<file path="src/rtl/regfile_wb_arbiter_pkg.sv">
// Shared types and defaults for the regfile writeback path.
package regfile_wb_arbiter_pkg;

    localparam int DEF_XLEN   = 32;
    localparam int DEF_REG_AW = 5;

    typedef struct packed {
        logic [DEF_REG_AW-1:0] addr;
        logic [DEF_XLEN-1:0]   data;
    } wb_req_t;

    // Width of an index into n items; never zero so ports stay legal for n=1.
    function automatic int idx_w(input int n);
        return (n > 1) ? $clog2(n) : 1;
    endfunction

endpackage

</file>
<file path="src/rtl/rr_arbiter.sv">
// Combinational round-robin arbiter: first requester at or after ptr, modulo N.
module rr_arbiter
    import regfile_wb_arbiter_pkg::*;
#(
    parameter int N  = 2,
    parameter int IW = idx_w(N)
) (
    input  logic [N-1:0]  req,
    input  logic [IW-1:0] ptr,
    output logic [N-1:0]  gnt,
    output logic [IW-1:0] gnt_idx,
    output logic          gnt_vld
);

    int s;

    always_comb begin
        gnt     = '0;
        gnt_idx = '0;
        gnt_vld = 1'b0;
        s       = 0;
        for (int i = 0; i < N; i++) begin
            s = int'(ptr) + i;
            if (s >= N) s = s - N;
            if (!gnt_vld && req[s]) begin
                gnt_vld = 1'b1;
                gnt[s]  = 1'b1;
                gnt_idx = IW'(s);
            end
        end
    end

endmodule

</file>
<file path="src/rtl/regfile_wb_arbiter.sv">
// One-entry holding slot per writeback requester, drained round-robin onto
// the single regfile write port; exports a pending-write bitmap for hazards.
module regfile_wb_arbiter
    import regfile_wb_arbiter_pkg::*;
#(
    parameter int NB_REQ = 2,
    parameter int XLEN   = DEF_XLEN,
    parameter int REG_AW = DEF_REG_AW
) (
    input  logic                     i_clk,
    input  logic                     i_rst,
    input  logic [NB_REQ-1:0]        i_req_valid,
    output logic [NB_REQ-1:0]        o_req_ready,
    input  logic [NB_REQ*REG_AW-1:0] i_req_addr,
    input  logic [NB_REQ*XLEN-1:0]   i_req_data,
    output logic                     o_wr_en,
    output logic [REG_AW-1:0]        o_wr_addr,
    output logic [XLEN-1:0]          o_wr_data,
    output logic [2**REG_AW-1:0]     o_busy,
    output logic                     o_idle
);

    localparam int PW = idx_w(NB_REQ);

    typedef struct packed {
        logic [REG_AW-1:0] addr;
        logic [XLEN-1:0]   data;
    } slot_t;

    logic [NB_REQ-1:0]             full;
    slot_t [NB_REQ-1:0]            slot;
    logic [PW-1:0]                 rr_ptr;
    logic [NB_REQ-1:0]             gnt;
    logic [PW-1:0]                 gnt_idx;
    logic                          gnt_vld;
    logic [NB_REQ-1:0][REG_AW-1:0] req_addr;
    logic [NB_REQ-1:0][XLEN-1:0]   req_data;
    logic [NB_REQ-1:0]             accept;

    assign req_addr = i_req_addr;
    assign req_data = i_req_data;

    rr_arbiter #(.N(NB_REQ), .IW(PW)) u_arb (
        .req     (full),
        .ptr     (rr_ptr),
        .gnt     (gnt),
        .gnt_idx (gnt_idx),
        .gnt_vld (gnt_vld)
    );

    // A request may not overtake a buffered write to the same register, and
    // same-cycle collisions resolve to the lowest index to keep WAW order.
    always_comb begin
        o_req_ready = '0;
        for (int k = 0; k < NB_REQ; k++) begin
            o_req_ready[k] = ~full[k] | gnt[k];
            for (int j = 0; j < NB_REQ; j++) begin
                if (j != k && req_addr[k] != '0) begin
                    if (full[j] && !gnt[j] && slot[j].addr == req_addr[k])
                        o_req_ready[k] = 1'b0;
                    if (j < k && i_req_valid[j] && req_addr[j] == req_addr[k])
                        o_req_ready[k] = 1'b0;
                end
            end
        end
    end

    assign accept = i_req_valid & o_req_ready;

    always_ff @(posedge i_clk or posedge i_rst) begin
        if (i_rst) begin
            full   <= '0;
            slot   <= '0;
            rr_ptr <= '0;
        end else begin
            for (int k = 0; k < NB_REQ; k++) begin
                // x0 writes are swallowed: accepted but never buffered.
                if (accept[k] && req_addr[k] != '0) begin
                    full[k]      <= 1'b1;
                    slot[k].addr <= req_addr[k];
                    slot[k].data <= req_data[k];
                end else if (gnt[k]) begin
                    full[k] <= 1'b0;
                end
            end
            if (gnt_vld)
                rr_ptr <= (gnt_idx == PW'(NB_REQ - 1)) ? '0 : gnt_idx + PW'(1);
        end
    end

    assign o_wr_en   = gnt_vld;
    assign o_wr_addr = gnt_vld ? slot[gnt_idx].addr : '0;
    assign o_wr_data = gnt_vld ? slot[gnt_idx].data : '0;
    assign o_idle    = ~|full;

    always_comb begin
        o_busy = '0;
        for (int k = 0; k < NB_REQ; k++)
            if (full[k]) o_busy[slot[k].addr] = 1'b1;
        o_busy[0] = 1'b0;
    end

endmodule

</file>
<file path="config.mk">
export PLATFORM = sky130hd
export DESIGN_NAME = regfile_wb_arbiter
export DESIGN_NICKNAME = d
export VERILOG_FILES = /design/src/rtl/regfile_wb_arbiter_pkg.sv /design/src/rtl/rr_arbiter.sv /design/src/rtl/regfile_wb_arbiter.sv
export SDC_FILE = /design/constraint.sdc
export NUM_CORES = 1
export LEC_CHECK = 0
export ABC_CLOCK_PERIOD_IN_PS = 2800
export BUFFER_PORTS_ARGS = -buffer_cell sky130_fd_sc_hd__buf_4
export CAP_MARGIN = 20
export CORE_MARGIN = 4
export CORE_UTILIZATION = 51
export DETAILED_ROUTE_END_ITERATION = 10
export GPL_ROUTABILITY_DRIVEN = 0
export GPL_TIMING_DRIVEN = 1
export HOLD_SLACK_MARGIN = 0.15
export MAX_ROUTING_LAYER = met4
export PLACE_DENSITY = 0.89
export SKIP_CTS_REPAIR_TIMING = 1
export SLEW_MARGIN = 20
export SYNTH_ARGS = -nofsm -noshare
export SYNTH_HDL_FRONTEND = slang
export SYNTH_HIERARCHICAL = 1
export SYNTH_SLANG_ARGS = --single-unit
</file>
<file path="constraint.sdc">
create_clock -name i_clk -period 2.8 [get_ports i_clk]
set_clock_uncertainty 0.15 [all_clocks]
set_input_delay 0.14 -clock i_clk [delete_from_list [all_inputs] [get_ports i_clk]]
set_output_delay 0.14 -clock i_clk [all_outputs]
set_load 0.005 [all_outputs]
</file>
---- Yosys cells after proc, flatten, opt, wreduce, memory -nomap -nowiden ----
Cells that the tools add are included.
storage, ports and cells
  logic and storage cells ................. 91
  flip-flop bits (word level) ............. 77
  output and inout bits ................... 73
  input bits .............................. 78
operators by class
  bitwise logic cells ..................... 7
  reduce and logical (&&, ||, !) cells .... 21
  equality and inequality tests ........... 3
  muxes and demuxes ....................... 38
  order comparisons ....................... 11
  add/sub/neg operators ................... 4
operator list
  cell                   number
  $mux 32                5
  $mux 37                2
  $ge 32x1->1 const B    2
  $lt 32x3->1 const B    2
  $ge 32x3->1 const B    1
  $or 32x32->32          1
  $sub 32x3->32 const B  1
  $mux 1                 24
  $eq 5x5->1             3
  $logic_and 1x1->1      12
  $lt 5x6->1 const B     2
  $demux 1 s5            2
  $ge 5x1->1 const B     2
  $reduce_bool 5->1      2
  $mux 5                 1
  $logic_not 1->1        4
  $mux 2                 2
  $reduce_bool 2->1      2
  $sub 1x2->3 const B    1
  $add 1x1->2 const B    1
  $and 2x2->2            1
  $demux 1 s1            2
  $ge 1x2->1 const B     1
  $lt 1x2->1 const B     1
  5 further kinds        7

---- Logic depth before layout (Yosys ltp) ----
  depth after elaboration ................. 18
  gate-level depth with buffers ........... 8
  gate-level depth less buffers ........... 7

---- Cells and area by module ----
Netlist, hierarchy kept.
by module, submodules not included
  module              instances  sequential area each (µm²)  area an instance (µm²)  cells an instance
  regfile_wb_arbiter  1          1926.8                      4289.1                  351
  rr_arbiter          1          0.0                         32.5                    5

---- Worst setup path after synthesis ----
Ideal clock, no wire load.
  path kind ............................... register to register
  start ................................... reg full[1]
  end ..................................... reg slot[25] (netlist name)
  stages on the path, launching flop included .. 8
  setup slack ............................. 653 ps
  data arrival time ....................... 1873 ps
  cells stage by stage .................... dfrtp_1 > a21boi_0 > and2b_1 > nand4_1 > nor3_2 > nor2_2 > buf_2 > mux2_2
on the way
  longest elaborated chain between the ends .. 14
  elaborated cells on any way between the ends .. 20
  those cells by class .................... mux: 11; bitwise: 3; reduce/logical: 6
RTL lines
  element                                    RTL line                  source
  from (decl)                                regfile_wb_arbiter.sv:30  logic [NB_REQ-1:0] full;
  from (signal assigned)                     regfile_wb_arbiter.sv:72  full <= '0;
  from (signal, indexed assignment)          regfile_wb_arbiter.sv:79  full[k] <= 1'b1;
  from (signal, indexed assignment)          regfile_wb_arbiter.sv:83  full[k] <= 1'b0;
  $mux 1 (implied by the code) (3 in a row)  rr_arbiter.sv:25          if (!gnt_vld && req[s]) begin
  $mux 1                                     rr_arbiter.sv:25
  $logic_not 1->1                            rr_arbiter.sv:25
  $logic_and 1x1->1                          rr_arbiter.sv:25
  $mux 2 (*)                                 rr_arbiter.sv:25
  via gnt[1]                                 regfile_wb_arbiter.sv:33  logic [NB_REQ-1:0] gnt;
  $logic_not 1->1 (*)                        regfile_wb_arbiter.sv:59  if (full[j] && !gnt[j] && slot[j].addr == req_addr[k])
  $logic_and 1x1->1 (*) (2 in a row)         regfile_wb_arbiter.sv:59
  $mux 1 (*)                                 regfile_wb_arbiter.sv:59
  $mux 1 (*)                                 regfile_wb_arbiter.sv:58  if (j != k && req_addr[k] != '0) begin
  $and 2x2->2 (*)                            regfile_wb_arbiter.sv:68  assign accept = i_req_valid & o_req_ready;
  $logic_and 1x1->1 (*)                      regfile_wb_arbiter.sv:78  if (accept[k] && req_addr[k] != '0) begin
  to (decl)                                  regfile_wb_arbiter.sv:31  slot_t [NB_REQ-1:0] slot;
The timed path passes the listed nets; every way through them passes the cells marked *. The select of a mux whose other input is x is not followed.
A chain may end at the register's enable or synchronous reset.

---- Final worst setup path ----
  start ................................... reg full[1]
  end ..................................... reg slot[23] (netlist name)
on the way
  elaborated cells on any way between the ends .. 20
  those cells by class .................... mux: 11; bitwise: 3; reduce/logical: 6
RTL lines
  element                                    RTL line                  source
  $mux 1 (implied by the code) (3 in a row)  rr_arbiter.sv:25
  $mux 1                                     rr_arbiter.sv:25
  $logic_not 1->1                            rr_arbiter.sv:25
  $logic_and 1x1->1                          rr_arbiter.sv:25
  $mux 2 (*)                                 rr_arbiter.sv:25
  via gnt[0]                                 regfile_wb_arbiter.sv:33
  $or 1x1->1 (*)                             regfile_wb_arbiter.sv:56  o_req_ready[k] = ~full[k] | gnt[k];
  $mux 1                                     regfile_wb_arbiter.sv:59
  $mux 1 (*)                                 regfile_wb_arbiter.sv:58
  $and 2x2->2 (*)                            regfile_wb_arbiter.sv:68
  $logic_and 1x1->1 (*)                      regfile_wb_arbiter.sv:78
Marked as above.

==> reports/metrics.cfg <==
[critical_path]
cp_max_fo=18
r2r_cells=5
worstPathCellList=a21boi_0 -> nand2b_1 -> nand3_1 -> nor2_2 -> mux2_2
worst-path-buf-inv=0
cp.arrival_ns=2.70
worstSetupPathType=reg2reg
setup.worst_path.start=full[1]$_DFFE_PP0P_
cp_slowest_cell=nor2_2
crit_family=simple AND/OR/NAND/NOR gates
rr_startpoint=full[1]$_DFFE_PP0P_
cpPeakStageDelay_ns=0.87
cp-end-kind=flip-flop
r2r_slack_ns=0.17
cp.required_ns=2.87
worstReg2RegEnd=slot[23]$_DFFE_PP0P_
start_kind=flip-flop

[worst_hold_path]
hold_class=reg2reg
hold_start=slot[24]$_DFFE_PP0P_
whs_endpoint=slot[24]$_DFFE_PP0P_
hold-path-cell-count=1

[sta]
timing.fmax_ghz=0.381
rsz0062_at_grt=no
min_period_ns=2.63
final_max_slew_viol_count=0
setup_violations=0
setup_ws_ns=0.173
relSlewSlack_pct=30.3
holdWs_ns=0.347
fin_crit_sh_pct=93.8
tightestPinTransition_ns=1.04
final.setup.tns_ns=0
hold_viol=0

[clocking]
cts.sinks=77
clk_latency_ns=0.33
clock-root-buffer=clkbuf_8
clkTransAtPathRegs_ns=0.08
numCtsBuffers=9
cts_max_level=3
cts_tree=built
cts.path.max_buffers=2

[place]
dpl_worst_slack_ns=0.155
hpwl_mm=7.98
port_buffers=149

[floorplanning]
start_util_pct=52.6
die_x_um=100
io_pins=151
coreArea_um2=8220
dieHeight_um=100
dieArea_um2=10000
floorplan.rows=33

[yosys]
netlist_instances=356
synth_fp_nets=434
ys_warn_count=6
yosysSeqAreaShare_pct=44.6
synth.distinct_cells=34
synth_area_um2=4320
synth_area_per_cell_um2=12.1
synth-seq-cells=77

[drt]
wl_mm=12.8
num_vias=3736
detail_route.wl_per_cell_um=18.7
route.detailed.drc=0
top_layer=met4
met1Wirelength_mm=4.97
ant_nets=0
via_per_inst=5.45
dr.first_iter.drc_count=117
met3_length_um=806
wl_met2_mm=6.77
first_pass_iters=5

[grt]
grt_max_degree=42
grt_pass1_wl_mm=17.3
antenna_found_initial=0
grt_pass1_vias=3601
grt_use_total_pct=22.4
overflow=0

[final_layout]
num_antenna_cells=0
syn2layout_area_growth_pct=51.2
drive_gt1_share_pct=44.6
nets=654

[run_status]
status=finished, final reports clean

[pwr]
ir_drop_mv=0.586
leakage_nw=3.01
power.density_nw_per_um2=1080

[flow_run]
maxCapViolCount=0

synthesized netlist by cell type (all sizes together):
cell	number	area share [%]
a21boi	4	0.69
a21oi	1	0.12
and2b	1	0.17
buf	13	2.1
clkbuf	14	1.2
conb	1	0.087
dfrtp	77	45
inv	3	0.26
mux2	74	22
mux2i	38	8.8
nand2	6	0.52
nand2b	1	0.14
nand3	5	0.58
nand3b	10	1.7
nand4	3	0.43
nor2	6	0.58
nor2b	37	5.4
nor3	4	0.84
o21ai	1	0.12
o21bai	1	0.17
o22ai	31	4.5
o32ai	1	0.38
or2	1	0.14
or3	2	0.29
or3b	6	1.2
xnor2	12	2.4
xor2	3	0.61
layout by cell type, fill, tap and decap left out, drive strengths merged:
master	n
nand2	6
a21oi	1
nor3	4
o32ai	1
buf	158
o21ai	1
inv	3
dlygate4sd3	77
nand3b	10
dfrtp	77
clkinv	3
clkbuf	10
nor2	7
o21bai	1
clkinvlp	1
xor2	3
nand4	3
or3	2
xnor2	12
or3b	6
mux2i	38
nand2b	1
o22ai	31
conb	1
mux2	74
or2	1
nor2b	37
nand3	5
and2b	1
a21boi	4
bufinv	2
area by class of cell:
cell class              count  area, um^2
inverters                   3        11.3
repair buffers            235        1980
fillers                   477        1680
flip-flops and latches     77        1930
multi-input cells         250        2260
clock inverters             6        86.3
clock buffers              10         138
well taps                 105         131
sequential cells by signal (all words and copies together), names as in the netlist:
signal and cells:
rr_ptr 1, slot 74, full 2
through the flow:
stage                     area [um^2]  cells  power [mW]  util (%)
after global routing             6540    686        7.47      79.5
final                            6540    686        7.04      79.5
after global placement           5540    592        5.79      67.4
after detailed placement         5540    592        5.93      67.4
after floorplan                  4320    356        4.42         -
after CTS                        5760    608        6.90      70.1
power breakdown:
group / switching [mW] / internal (mW)
clock: 0.411 / 0.525
sequential: 0.468 / 1.68
combinational: 1.68 / 2.27
total: 2.56 / 4.48
layer usage:
metal | vias to the layer above | GRT usage, %
met5 | - | -
met4 | 0 | 7.77
li1 | 1715 | -
met2 | 175 | 38.1
met3 | 24 | 3.89
met1 | 1822 | 26.9
worst max path at each step:
stage                                 to  slack (ns)  cells past startpoint
detailed placement   slot[8]$_DFFE_PP0P_        0.15                      6
floorplan            full[0]$_DFFE_PP0P_        0.54                      1
global route        slot[23]$_DFFE_PP0P_        0.01                      5
CTS                  slot[2]$_DFFE_PP0P_        0.12                      6
finish              slot[23]$_DFFE_PP0P_        0.17                      5
global placement    slot[14]$_DFFE_PP0P_        0.20                      6
cell families after synthesis:
group	count (synthesis)	synth area share (%)
xor gates and xnor gates	15	3.04
buffers and inverters	30	3.62
AOI/OAI and AO/OA	39	5.96
DFF	77	44.6
other	1	0.0868
and+or+nand+nor	82	12.0
muxes	112	30.7
Note: power is estimated with default switching activity, not from simulation.
